--- src/rtl/regfl_mp.sv ---
// regfl_mp: parameterised flop-based register file with one byte-masked write port,
// two registered write-first read ports and a sequential clear-all sweep.
module regfl_mp #(
  parameter int W = 64,
  parameter int A = 3
) (
  input  logic           clk,
  input  logic           rst,
  input  logic           we,
  input  logic [A-1:0]   waddr,
  input  logic [W-1:0]   wdata,
  input  logic [W/8-1:0] wmask,
  input  logic [A-1:0]   raddr0,
  input  logic [A-1:0]   raddr1,
  input  logic           clr,
  output logic [W-1:0]   rdata0,
  output logic [W-1:0]   rdata1,
  output logic           busy,
  output logic           done
);

  localparam int N = 1 << A;
  localparam int B = W / 8;
  localparam logic [A-1:0] LAST = A'(N - 1);

  typedef enum logic {
    IDLE,
    CLEAR
  } state_t;

  state_t         state;
  state_t         state_nxt;
  logic [A-1:0]   ptr;
  logic [A-1:0]   ptr_nxt;
  logic           done_nxt;
  logic           wr_en;
  logic           clr_en;
  logic [W-1:0]   mem [N];
  logic [W-1:0]   merged;
  logic [W-1:0]   rd0_nxt;
  logic [W-1:0]   rd1_nxt;

  // clr has priority over we in IDLE; everything else is ignored while sweeping
  always_comb begin
    state_nxt = state;
    ptr_nxt   = ptr;
    done_nxt  = 1'b0;
    wr_en     = 1'b0;
    clr_en    = 1'b0;
    case (state)
      IDLE: begin
        if (clr) begin
          state_nxt = CLEAR;
          ptr_nxt   = '0;
        end else begin
          wr_en = we;
        end
      end
      CLEAR: begin
        clr_en  = 1'b1;
        ptr_nxt = ptr + A'(1);
        if (ptr == LAST) begin
          state_nxt = IDLE;
          ptr_nxt   = '0;
          done_nxt  = 1'b1;
        end
      end
      default: begin
        state_nxt = IDLE;
        ptr_nxt   = '0;
      end
    endcase
  end

  always_ff @(posedge clk) begin
    if (rst) begin
      state <= IDLE;
      ptr   <= '0;
      done  <= 1'b0;
    end else begin
      state <= state_nxt;
      ptr   <= ptr_nxt;
      done  <= done_nxt;
    end
  end

  assign busy = (state == CLEAR);

  always_comb begin
    merged = mem[waddr];
    for (int b = 0; b < B; b++) begin
      if (wmask[b]) begin
        merged[8*b +: 8] = wdata[8*b +: 8];
      end
    end
  end

  // Read data reflects the entry as it will be after this edge (write-first)
  always_comb begin
    rd0_nxt = mem[raddr0];
    rd1_nxt = mem[raddr1];
    if (wr_en && (waddr == raddr0)) begin
      rd0_nxt = merged;
    end else if (clr_en && (ptr == raddr0)) begin
      rd0_nxt = '0;
    end
    if (wr_en && (waddr == raddr1)) begin
      rd1_nxt = merged;
    end else if (clr_en && (ptr == raddr1)) begin
      rd1_nxt = '0;
    end
  end

  always_ff @(posedge clk) begin
    if (rst) begin
      rdata0 <= '0;
      rdata1 <= '0;
      for (int i = 0; i < N; i++) begin
        mem[i] <= '0;
      end
    end else begin
      rdata0 <= rd0_nxt;
      rdata1 <= rd1_nxt;
      if (wr_en) begin
        mem[waddr] <= merged;
      end
      if (clr_en) begin
        mem[ptr] <= '0;
      end
    end
  end

endmodule

--- config.mk ---
export PLATFORM = sky130hd
export DESIGN_NAME = regfl_mp
export DESIGN_NICKNAME = d
export VERILOG_FILES = /design/src/rtl/regfl_mp.sv
export SDC_FILE = /design/constraint.sdc
export NUM_CORES = 1
export LEC_CHECK = 0
export CAP_MARGIN = 5
export CORE_ASPECT_RATIO = 0.9
export CORE_MARGIN = 4
export CORE_UTILIZATION = 25
export DETAILED_ROUTE_END_ITERATION = 10
export SLEW_MARGIN = 25
export SYNTH_ARGS = -nofsm -noshare
export SYNTH_HDL_FRONTEND = slang
export SYNTH_SLANG_ARGS = --single-unit
export TNS_END_PERCENT = 20
--- constraint.sdc ---
create_clock -name clk -period 3.7 [get_ports clk]
set_input_delay 0.74 -clock clk [delete_from_list [all_inputs] [get_ports clk]]
set_output_delay 0.74 -clock clk [all_outputs]
set_load 0.05 [all_outputs]
After elaboration in Yosys (flattened, before gate mapping)

Memories as Yosys holds them, arrays and structs flattened. A register that Yosys moved wholly into a read port is not among the register bits.
Cells that the tools add are included.

Input bits: 85
RAM bits: 512
Latch bits: 0
Memories kept: 1
Logic and storage cells: 43
Register bits after elaboration: 5
Memory bits (read-only): 0
Output and inout bits: 130

Multiply operators: 0
Equal/unequal tests: 2
Add/subtract/negate cells: 1
Order comparisons: 0
Mux-type cells: 32
Div/mod/pow operators: 0
Shift operators: 0
Reduce and logical (&&, ||, !) cells: 3
Bitwise logic cells: 1

Memory list:

| name | depth | width | rd ports | clocked after Yosys merged registers in | wr ports | line | text |
|---|---|---|---|---|---|---|---|
| mem  | 8     | 64    | 3        | 2                                       | 8        | 38   | `logic [W-1:0] mem [N];` |

Operators by type and width:

| cell                                         | number |
|---|---|
| 2-to-1 mux 64 bit                            | 2 |
| OR reduction 64 bit                          | 2 |
| 2-to-1 mux 8 bit                             | 8 |
| 2-to-1 mux 1 bit                             | 16 |
| 2-to-1 mux 3 bit                             | 4 |
| one-hot mux 3 bit (2 select lines)           | 1 |
| adder 3 x 1 -> 3 bit, second input constant  | 1 |
| == test 3 bit, second input constant         | 1 |
| inequality test 2 bit, second input constant | 1 |
| one-hot mux 1 bit (2 select lines)           | 1 |
| OR reduction 2 bit                           | 1 |
| NOT 1 bit                                    | 1 |

Depth between registers and ports, before layout

Word-level depth: 8
Depth in mapped cells: 9
Mapped depth without buffers: 5

Worst setup path after synthesis

OpenSTA, ideal clock, no wires.

Path kind: input port to flip-flop
From: in waddr[0]
To: mem mem[4][0] (enable)
Required time: 3.267 ns
Cell stages on the path: 6
Arrival time: 3.419 ns
Setup slack: -0.152 ns
Cell sequence: buf_2 > or4b_1 > a21oi_1 > nand2_1 > clkbuf_1 > nand2b_1

RTL lines:

| item            | line | text |
|---|---|---|
| start, declared | 10   | `input logic [A-1:0] waddr,` |
| end, declared   | 38   |  |

Final worst setup path

From: reg state, in the netlist busy
To: out busy

RTL lines:

| item                   | line | text |
|---|---|---|
| start, declared        | 31   | `state_t state;` |
| start signal, assigned | 81   | `state <= state_nxt;` |
| end, declared          | 18   | `output logic busy,` |

No word-level cell between the ends.

==> key figures <==
Job
  • Max-cap violation count: 0

Final layout
  • Syn-to-layout area delta: 22.02%
  • Layout Cell Area excl Fill: 43020 µm²
  • Nets: 2938
  • Layout Utilization: 30.75%
  • Filler instances: 13957
  • Share of layout cells above drive strength 1: 26.84%
  • Fin cells: 4764

Synthesis
  • Seq cells post-synth: 645
  • Syn Area/Cell: 13.29 µm²
  • Post-synthesis sequential area ratio: 51.17%
  • Ys async rst share: 0%
  • Largest family of logic cells by synthesized area: multiplexers
  • Gate count of the mapped netlist: 2653
  • Mux cell area share after synthesis: 23.85%
  • Synth Area in Compound Gates: 11.99%
  • Top cell type by total area after synthesis: edfxtp_1
  • Synth Area in XOR/XNOR: 0.1988%
  • Warnings, synthesis: 0
  • Number of enable flip-flop cells after synthesis: 512
  • Adder-cell share of the synthesized area: 0.07098%
  • Synth Flop Type: edfxtp_1
  • Synth area leaders: edfxtp_1, mux4_2, dfxtp_1
  • Syn Nets: 2740
  • Synth Area in Simple Gates: 9.182%
  • Cell variety after synth: 39
  • Post-synth top area share: 43.61%
  • Netlist Area Pre-Place: 35250 µm²

Route
  • Via/cell ratio: 5.310
  • DR vias: 25298
  • Final ANT Viol Nets: 0
  • Routed wire per std cell: 26.75 µm
  • # DRC: 0
  • Drt pass-1 iters: 7
  • Post-Route WL: 127400 µm
  • Initial DRC count: 2501

STA
  • Final hold vios: 0
  • Fmax: 343.3 MHz
  • Max-slew violations: 0
  • Final setup viols: 0
  • Worst Slack Setup Final: 0.7871 ns
  • Slew headroom: 21.15%
  • RSZ-0062 raised after global routing: no
  • Min cycle time layout: 2.913 ns
  • Clock skew: 0.03072 ns
  • Slew @ Worst Pin: 1.183 ns
  • Crit share post-route: 78.73%

Worst setup path
  • Reg2Reg Depth: 8
  • Worst path cell trace: clkdlybuf4s50_1
  • Crit path launch: busy
  • CP delay by family, top: buffers and inverters
  • Startpoint types: register
  • WP buf/inv: 1
  • Critical path class: reg2out
  • Largest stage delay, worst path: 0.93 ns
  • Worst setup EP type: output pin
  • Worst Path Required: 2.96 ns
  • Critical R2R Launch: busy
  • CP max stage cell: clkdlybuf4s50_1
  • WP depth: 1
  • CP Max Fanout: 14
  • Data arrival, critical path: 2.17 ns

Clock network
  • CTS root buf: clkbuf_16
  • Num CTS Buffers: 73
  • CTS tree: yes
  • Clk slew on worst S/H paths: 0.06 ns
  • Post-CTS setup buffers: 0
  • Post_cts resized: 0
  • CTS Hold Bufs: 0
  • Clk buf depth: 3
  • CTS H-tree lvls: 3
  • Skew-Pair Late Insertion Delay: 0.63 ns
  • Clk sink count: 645

Power
  • VDD IR max: 0.0002866 V
  • Switching power total: 5379 µW
  • Final total power: 19290 µW
  • Clk pwr share: 38.2%
  • Cell Int Power: 13910 µW
  • Comb pwr share: 17.8%
  • Sequential share of power: 43.9%
  • P per Cell Area: 448.4 nW/µm²
  • Sw Ratio: 27.89%
  • P_leak: 0.01467 µW

Placement
  • Placed Area: 40590 µm²
  • Inst Count DP: 4624
  • PortBufs: 214
  • Dpl hpwl: 75080 µm
  • GP Congestion: 0.7785
  • DP Worst Slack: 0.3380 ns

Global routing
  • First-pass GRT wire length: 182200 µm
  • Largest net degree at the start of global routing: 139
  • Initial antenna violation count: 11
  • Vias in the first global route: 25911
  • GRT overflow: 0
  • Tot GR Track Use: 16.81%

Floorplanning
  • Die Y: 364.2 µm
  • Die Width: 403.8 µm
  • Ports: 215
  • Core box area: 139900 µm²
  • Die area: 147100 µm²
  • Initial Utilization: 25.20%
  • # rows: 130

Min path
  • Hold path start: rst
  • Hold path depth: 2
  • Min-delay worst type: in2reg

Run status
  • Outcome: finished, final reports clean
cells in the final DEF (no fill, tap or decap), drive strengths merged, types with 6 or more instances in the layout:
cell type	netlist	routed
clkbuf	163	97
a211oi	257	257
dfxtp	133	133
bufinv	0	6
nand2b	15	15
nor2	517	517
o21ai	67	67
inv	11	13
edfxtp	512	512
and2	129	129
clkinvlp	0	6
mux2	64	64
mux4	256	256
mux2i	192	192
xnor2	6	6
nand2	74	74
diode	0	6
buf	98	175
o221ai	128	128
clkdlybuf4s50	0	206
clkinv	0	26
power groups by stage:
| stage | Clock [µW] | Combinational (µW) | Sequential [µW] |
|---|---|---|---|
| floorplan | 0 | 1730 | 8950 |
| global placement | 0 | 3420 | 8610 |
| detailed placement | 0 | 3430 | 8630 |
| CTS | 7530 | 3440 | 8480 |
| global route | 7820 | 3600 | 8520 |
| finish | 7380 | 3440 | 8470 |
final timing paths:
kind | slack (ns) | to
max | 0.79 | busy
min | 0.34 | ptr[1]
max reg2reg | 0.97 | rdata0[39]
min reg2reg | 0.63 | ptr[0]
metrics by stage:
step	hold WS [ns]	TNS, ns
2_1_floorplan	0.5594	-31.38
3_3_place_gp	0.6190	0
3_5_place_dp	0.6114	0
4_1_cts	0.3088	0
5_1_grt	0.3313	0
6_report	0.3442	0
routing by layer:
layer	track usage, %	vias to the layer above	share of wire [%]	wire length, µm
met5	0	-	0.026	33
met4	6.554	4	3.4	4380
met3	3.924	231	8.9	11360
met2	26.82	1225	46	58760
met1	22.17	13055	42	52890
li1	-	10783	-	-
synthesized netlist by cell type, drive strengths merged, types with 2 or more instances:
cell type	n
xnor2	6
buf	98
a211oi	257
mux4	256
nand2b	15
dfxtp	133
a32oi	2
mux2	64
edfxtp	512
nor2	517
a31oi	2
xor2	2
nand2	74
or4	4
clkbuf	163
nand3	4
and2	129
inv	11
a21oi	4
o221ai	128
o21ai	67
ha	2
mux2i	192
area by class of cell:
cell class                      count  area [µm²]  share of cell area [%]
Clock buffer                       94        2039                   4.741
Inverter                           11       42.54                 0.09890
Sequential cell                   645       18040                   41.93
Multi-Input combinational cell   1736       16130                   37.49
Tap cell                         1848        2312                   5.375
Timing Repair Buffer              384        4065                   9.451
Antenna cell                        6       15.01                 0.03491
Clock inverter                     40       375.4                  0.8726
cell families after synthesis:
group / after synthesis
and+or+nand+nor: 752
DFF: 645
muxes: 512
AOI/OAI and AO/OA: 462
buffers and inverters: 272
xor gates and xnor gates: 8
adders and majority gates: 2
flip-flops by register name (all words and copies together) (netlist names):
register  flops
busy          1
mem         512
done          1
rdata1       64
ptr           3
rdata0       64
No activity file was read; power rests on OpenSTA's default activity.
==> edit 1 (same flow settings) <==
Change the parameter `A` from 3 to 2.
--- a/src/rtl/regfl_mp.sv
+++ b/src/rtl/regfl_mp.sv
@@ -2,7 +2,7 @@
 // two registered write-first read ports and a sequential clear-all sweep.
 module regfl_mp #(
   parameter int W = 64,
-  parameter int A = 3
+  parameter int A = 2
 ) (
   input  logic           clk,
   input  logic           rst,
Ports: changed (resized raddr0, raddr1 and waddr); port bits go from 215 to 212. No check against the original RTL was run, so the function may have changed too.
==> edit 1 against the original RTL <==
Routed wire length is 52% lower. Synthesized cell count is 45% lower. Sequential cell count is 257 lower. Worst setup slack worse by 78 ps. Clock power is 38% lower. Highest routed layer unchanged. Sequential share of layout area is 0.40 points higher. Via count is 48% lower. Total power is 40% lower. Design area is 43% lower. Core utilization is 1.1 points higher. Area after synthesis is 45% lower.
==> edit 1: results (changes against the original RTL) <==
| Metric | Value |
|---|---|
| Outcome | `completed` |
| # diodes | `0 (-6)` |
| CTS buffer count | `47 (-36%)` |
| Worst hold path type | `register to register` |
| Max incr delay on CP | `1040 ps (+110 ps)` |
| Post-Synth XOR/XNOR Area | `0 (-0.00199)` |
| Clk_skew | `20.4 ps (-10.3 ps)` |
| Number of flops mapped to enable cells by yosys | `256 (-50%)` |
| HPWL Detailed | `38.5 mm (-49%)` |
| PortBufs | `211 (-1.4%)` |
| FILL cells | `7,678 (-45%)` |
| Complex-gate fraction of the synthesized area | `0.0495 (-0.0704)` |
| GR met3 Demand/Resource | `0.0325 (-0.00672)` |
| Worst skew pair latency | `580 ps (-50 ps)` |
| Vias in the first global route | `14,000 (-46%)` |
| First-pass detailed-route iteration total | `5 (-2)` |
| Post-Synth Adder-Cell Area | `0.000644 (-0.0000656)` |
| LEAKAGE | `9.43 nW (-36%)` |
| Commonest cells in the netlist | `256 x edfxtp_1, 206 x nor2_1, 192 x mux2i_1, 135 x nand2b_1, 132 x dfxtp_1` |
| Mux cell area share after synthesis | `0.284 (+0.0460)` |
| Register area share after synthesis | `0.532 (+0.0202)` |
| Final worst slack | `709 ps (-78.5 ps)` |
| Worst ir drop on vdd | `305 uV (+6.4%)` |
| Net Count, Synth | `1,547 (-44%)` |
| Critical Path AT | `2250 ps (+80 ps)` |
| GP Congestion | `0.754 (-3.2%)` |
[edit 1: cell count changes in the layout (fill, tap and decap cells not counted), moves of 125 or more]
cell and delta:
edfxtp_1 -256, and2_1 -129, nor2_1 -312, a211oi_1 -134, nand2b_1 +125, mux4_2 -128
[edit 1: logic make-up after synthesis]
group           after synthesis
compound gates              141
fa+ha+maj                     1
flops                       388
buf+inv                     175
simple gates                375
mux                         384
[edit 1: layout make-up]
type                    instances  share of cell area
clock inverters                22             0.00810
clock buffers                  66              0.0563
flip-flops and latches        388               0.423
repair buffers                248               0.104
well taps                    1029              0.0528
inverters                      72              0.0111
multi-input cells             901               0.344
[edit 1: layer usage]
layer  up-vias  share of wire  wire length (um)
met4         2          0.026              1580
met1      6687           0.43             26600
met3       127          0.072              4440
met5         -        0.00021                13
li1       5906              -                 -
met2       533           0.47             29000
[edit 1: worst paths after layout]
kind | cells after the start | startpoint | endpoint
min reg2reg | 2 | ptr[0] | ptr[0]
max | 1 | busy | busy
max reg2reg | 6 | busy | mem[0][24]
min | 2 | ptr[0] | ptr[0]
[edit 1: through the flow]
stage,hold slack [ps],power [mW],utilization,setup TNS [ps],cells
floorplan,449,6.35,-,-16980,1464
global placement,463,7.07,0.298,0,2638
detailed placement,474,7.10,0.298,0,2638
CTS,483,11.8,0.318,0,2726
global route,503,12.1,0.318,0,2726
finish,477,11.6,0.318,0,2726
[edit 1: power by group through the flow]
stage | Clock, mW | Combinational [mW] | Sequential, mW
after global routing | 4.92 | 2.02 | 5.11
after detailed placement | 0 | 1.93 | 5.17
after global placement | 0 | 1.93 | 5.15
after floorplan | 0 | 0.857 | 5.50
final | 4.60 | 1.92 | 5.08
after CTS | 4.75 | 1.94 | 5.08
==> edit 2 (same flow settings) <==
Without the edit above. The output `rdata0` loses its register stage (`rdata0` becomes a continuous assignment).
--- a/src/rtl/regfl_mp.sv
+++ b/src/rtl/regfl_mp.sv
@@ -113,13 +113,11 @@
 
   always_ff @(posedge clk) begin
     if (rst) begin
-      rdata0 <= '0;
       rdata1 <= '0;
       for (int i = 0; i < N; i++) begin
         mem[i] <= '0;
       end
     end else begin
-      rdata0 <= rd0_nxt;
       rdata1 <= rd1_nxt;
       if (wr_en) begin
         mem[waddr] <= merged;
@@ -130,5 +128,7 @@
     end
   end
 
+  assign rdata0 = rd0_nxt;
+
 endmodule
 
Function: not settled (the Yosys comparison gave no result); the edit may change what the design does.
==> edit 2 against the original RTL <==
Area after synthesis shrank 6.4%. Worst setup slack lost 610 ps. Synthesized cell count shrank 8.8%. Sequential cell count shrank 64. Final cell count shrank 5.2%. Core utilization grew 0.96 points. Routed wire length shrank 4.7%. Highest routed layer unchanged. Total power shrank 3.3%. Design area shrank 3.3%.
==> edit 2: results (changes against the original RTL) <==
| Metric | Value |
|---|---|
| Outcome | `completed` |
| Met2 Resource Use GR | `0.274 (+0.00620)` |
| Post-layout nets | `2,817 (-4.1%)` |
| Share of cells above drive strength 1 | `0.349 (+0.0801)` |
| WL met1 | `49.9 mm (-5.6%)` |
| Routed len/inst | `26.9 um (+0.53%)` |
| Commonest cells in the netlist | `520 x nor2_1, 512 x edfxtp_1, 256 x mux4_2, 194 x mux2i_1, 192 x o22ai_1` |
| LEAKAGE | `14.9 nW (+1.5%)` |
| Slew @ Worst Pin | `953 ps (-230 ps)` |
| DP Area | `38,900 um^2 (-4.1%)` |
| Yosys cell types | `39 (unchanged)` |
| Clk_skew | `19.5 ps (-11.3 ps)` |
| Initial antenna violation count | `3 (-8)` |
| Max incr delay on CP | `710 ps (-220 ps)` |
| Largest net degree at the start of global routing | `67 (-52%)` |
| CP Max Fanout | `25 (+11)` |
| Met1 Use GR | `0.228 (+0.00581)` |
| Critical Path AT | `2790 ps (+620 ps)` |
| Fmax | `284 MHz (-17%)` |
| First-pass detailed-route iteration total | `5 (-2)` |
| First-iteration detailed-routing DRC count | `2,367 (-5.4%)` |
| Slowest-stage cell, CP | `dfxtp_1` |
| Worst skew pair latency | `650 ps (+20 ps)` |
| Register area share after synthesis | `0.508 (-0.00396)` |
| Worst ir drop on vdd | `253 uV (-12%)` |
| Routed met2 length | `56.9 mm (-3.1%)` |
| First-pass GRT wire length | `173 mm (-5.1%)` |
| Synth area leaders | `edfxtp_1 47%, mux4_2 17%, nor2_1 5.9%` |
| Complex-gate fraction of the synthesized area | `0.0988 (-0.0211)` |
| Post_cts resized | `11 (+11)` |
| Worst hold path type | `register to register` |
| Worst hold start | `ptr[0]` |
| Mux cell area share after synthesis | `0.278 (+0.0394)` |
| GP Congestion | `0.795 (+2.1%)` |
| Vias in the first global route | `24,700 (-4.7%)` |
| Largest registers | `mem (512), rdata1 (64), ptr (3)` |
| Critical Path Sink | `rdata0[13]` |
| GR met3 Demand/Resource | `0.0322 (-0.00702)` |
| Post-CTS setup buffer count | `0 (unchanged)` |
| Depth of the most critical reg-to-reg path | `6 (-2)` |
| RR Endpoint | `rdata1[32]` |
| Metal3 WL | `10.7 mm (-6.1%)` |
| GRT Util Overall | `0.170 (+0.00234)` |
| Placement Setup Slack | `-251 ps (-589 ps)` |
## edit 2: cell count changes after synthesis, moves of 65 or more
cell / change
o221ai_1: -104
and2_1: -128
nor2b_1: +68
a211oi_1: -70
o22ai_1: +192
clkbuf_1: -65
o21ai_0: -66
a211oi_2: -122
## edit 2: kinds of logic (layout without fill, tap and decap cells)
family | after synthesis | after routing
muxes | 579 | 579
DFF | 581 | 581
xor gates and xnor gates | 11 | 11
and+or+nand+nor | 630 | 630
buffers and inverters | 224 | 593
adders and majority gates | 2 | 2
AOI/OAI and AO/OA | 393 | 393
## edit 2: where the power goes
part           switching (mW)  total [mW]  leakage [nW]  internal (mW)
combinational            2.13        3.58          7.83           1.45
sequential              0.203        7.66          5.86           7.45
clock                    2.99        7.41          1.21           4.42
total                    5.32        18.7          14.9           13.3
## edit 2: worst min path at each step
| stage | cells past startpoint | end | slack (ps) |
|---|---|---|---|
| 2_1_floorplan | 2 | ptr[0] | 560 |
| 3_3_place_gp | 2 | ptr[0] | 620 |
| 3_5_place_dp | 2 | ptr[0] | 630 |
| 4_1_cts | 2 | ptr[0] | 640 |
| 5_1_grt | 2 | ptr[0] | 690 |
| 6_report | 2 | ptr[0] | 640 |
## edit 2: cell type report
| cell class | instances | area, um^2 |
|---|---|---|
| Sequential cell | 581 | 16800 |
| Inverter | 1 | 3.75 |
| Fill cell | 13000 | 89600 |
| Multi-Input combinational cell | 1615 | 15400 |
| Clock inverter | 34 | 417 |
| Clock buffer | 100 | 2060 |
| Tap cell | 1728 | 2160 |
| Timing Repair Buffer | 458 | 4790 |
## edit 2: stage by stage
stage | hold slack, ps | cells
floorplan | 560 | 2420
global placement | 618 | 4375
detailed placement | 628 | 4375
CTS | 636 | 4509
global route | 694 | 4517
finish | 642 | 4517
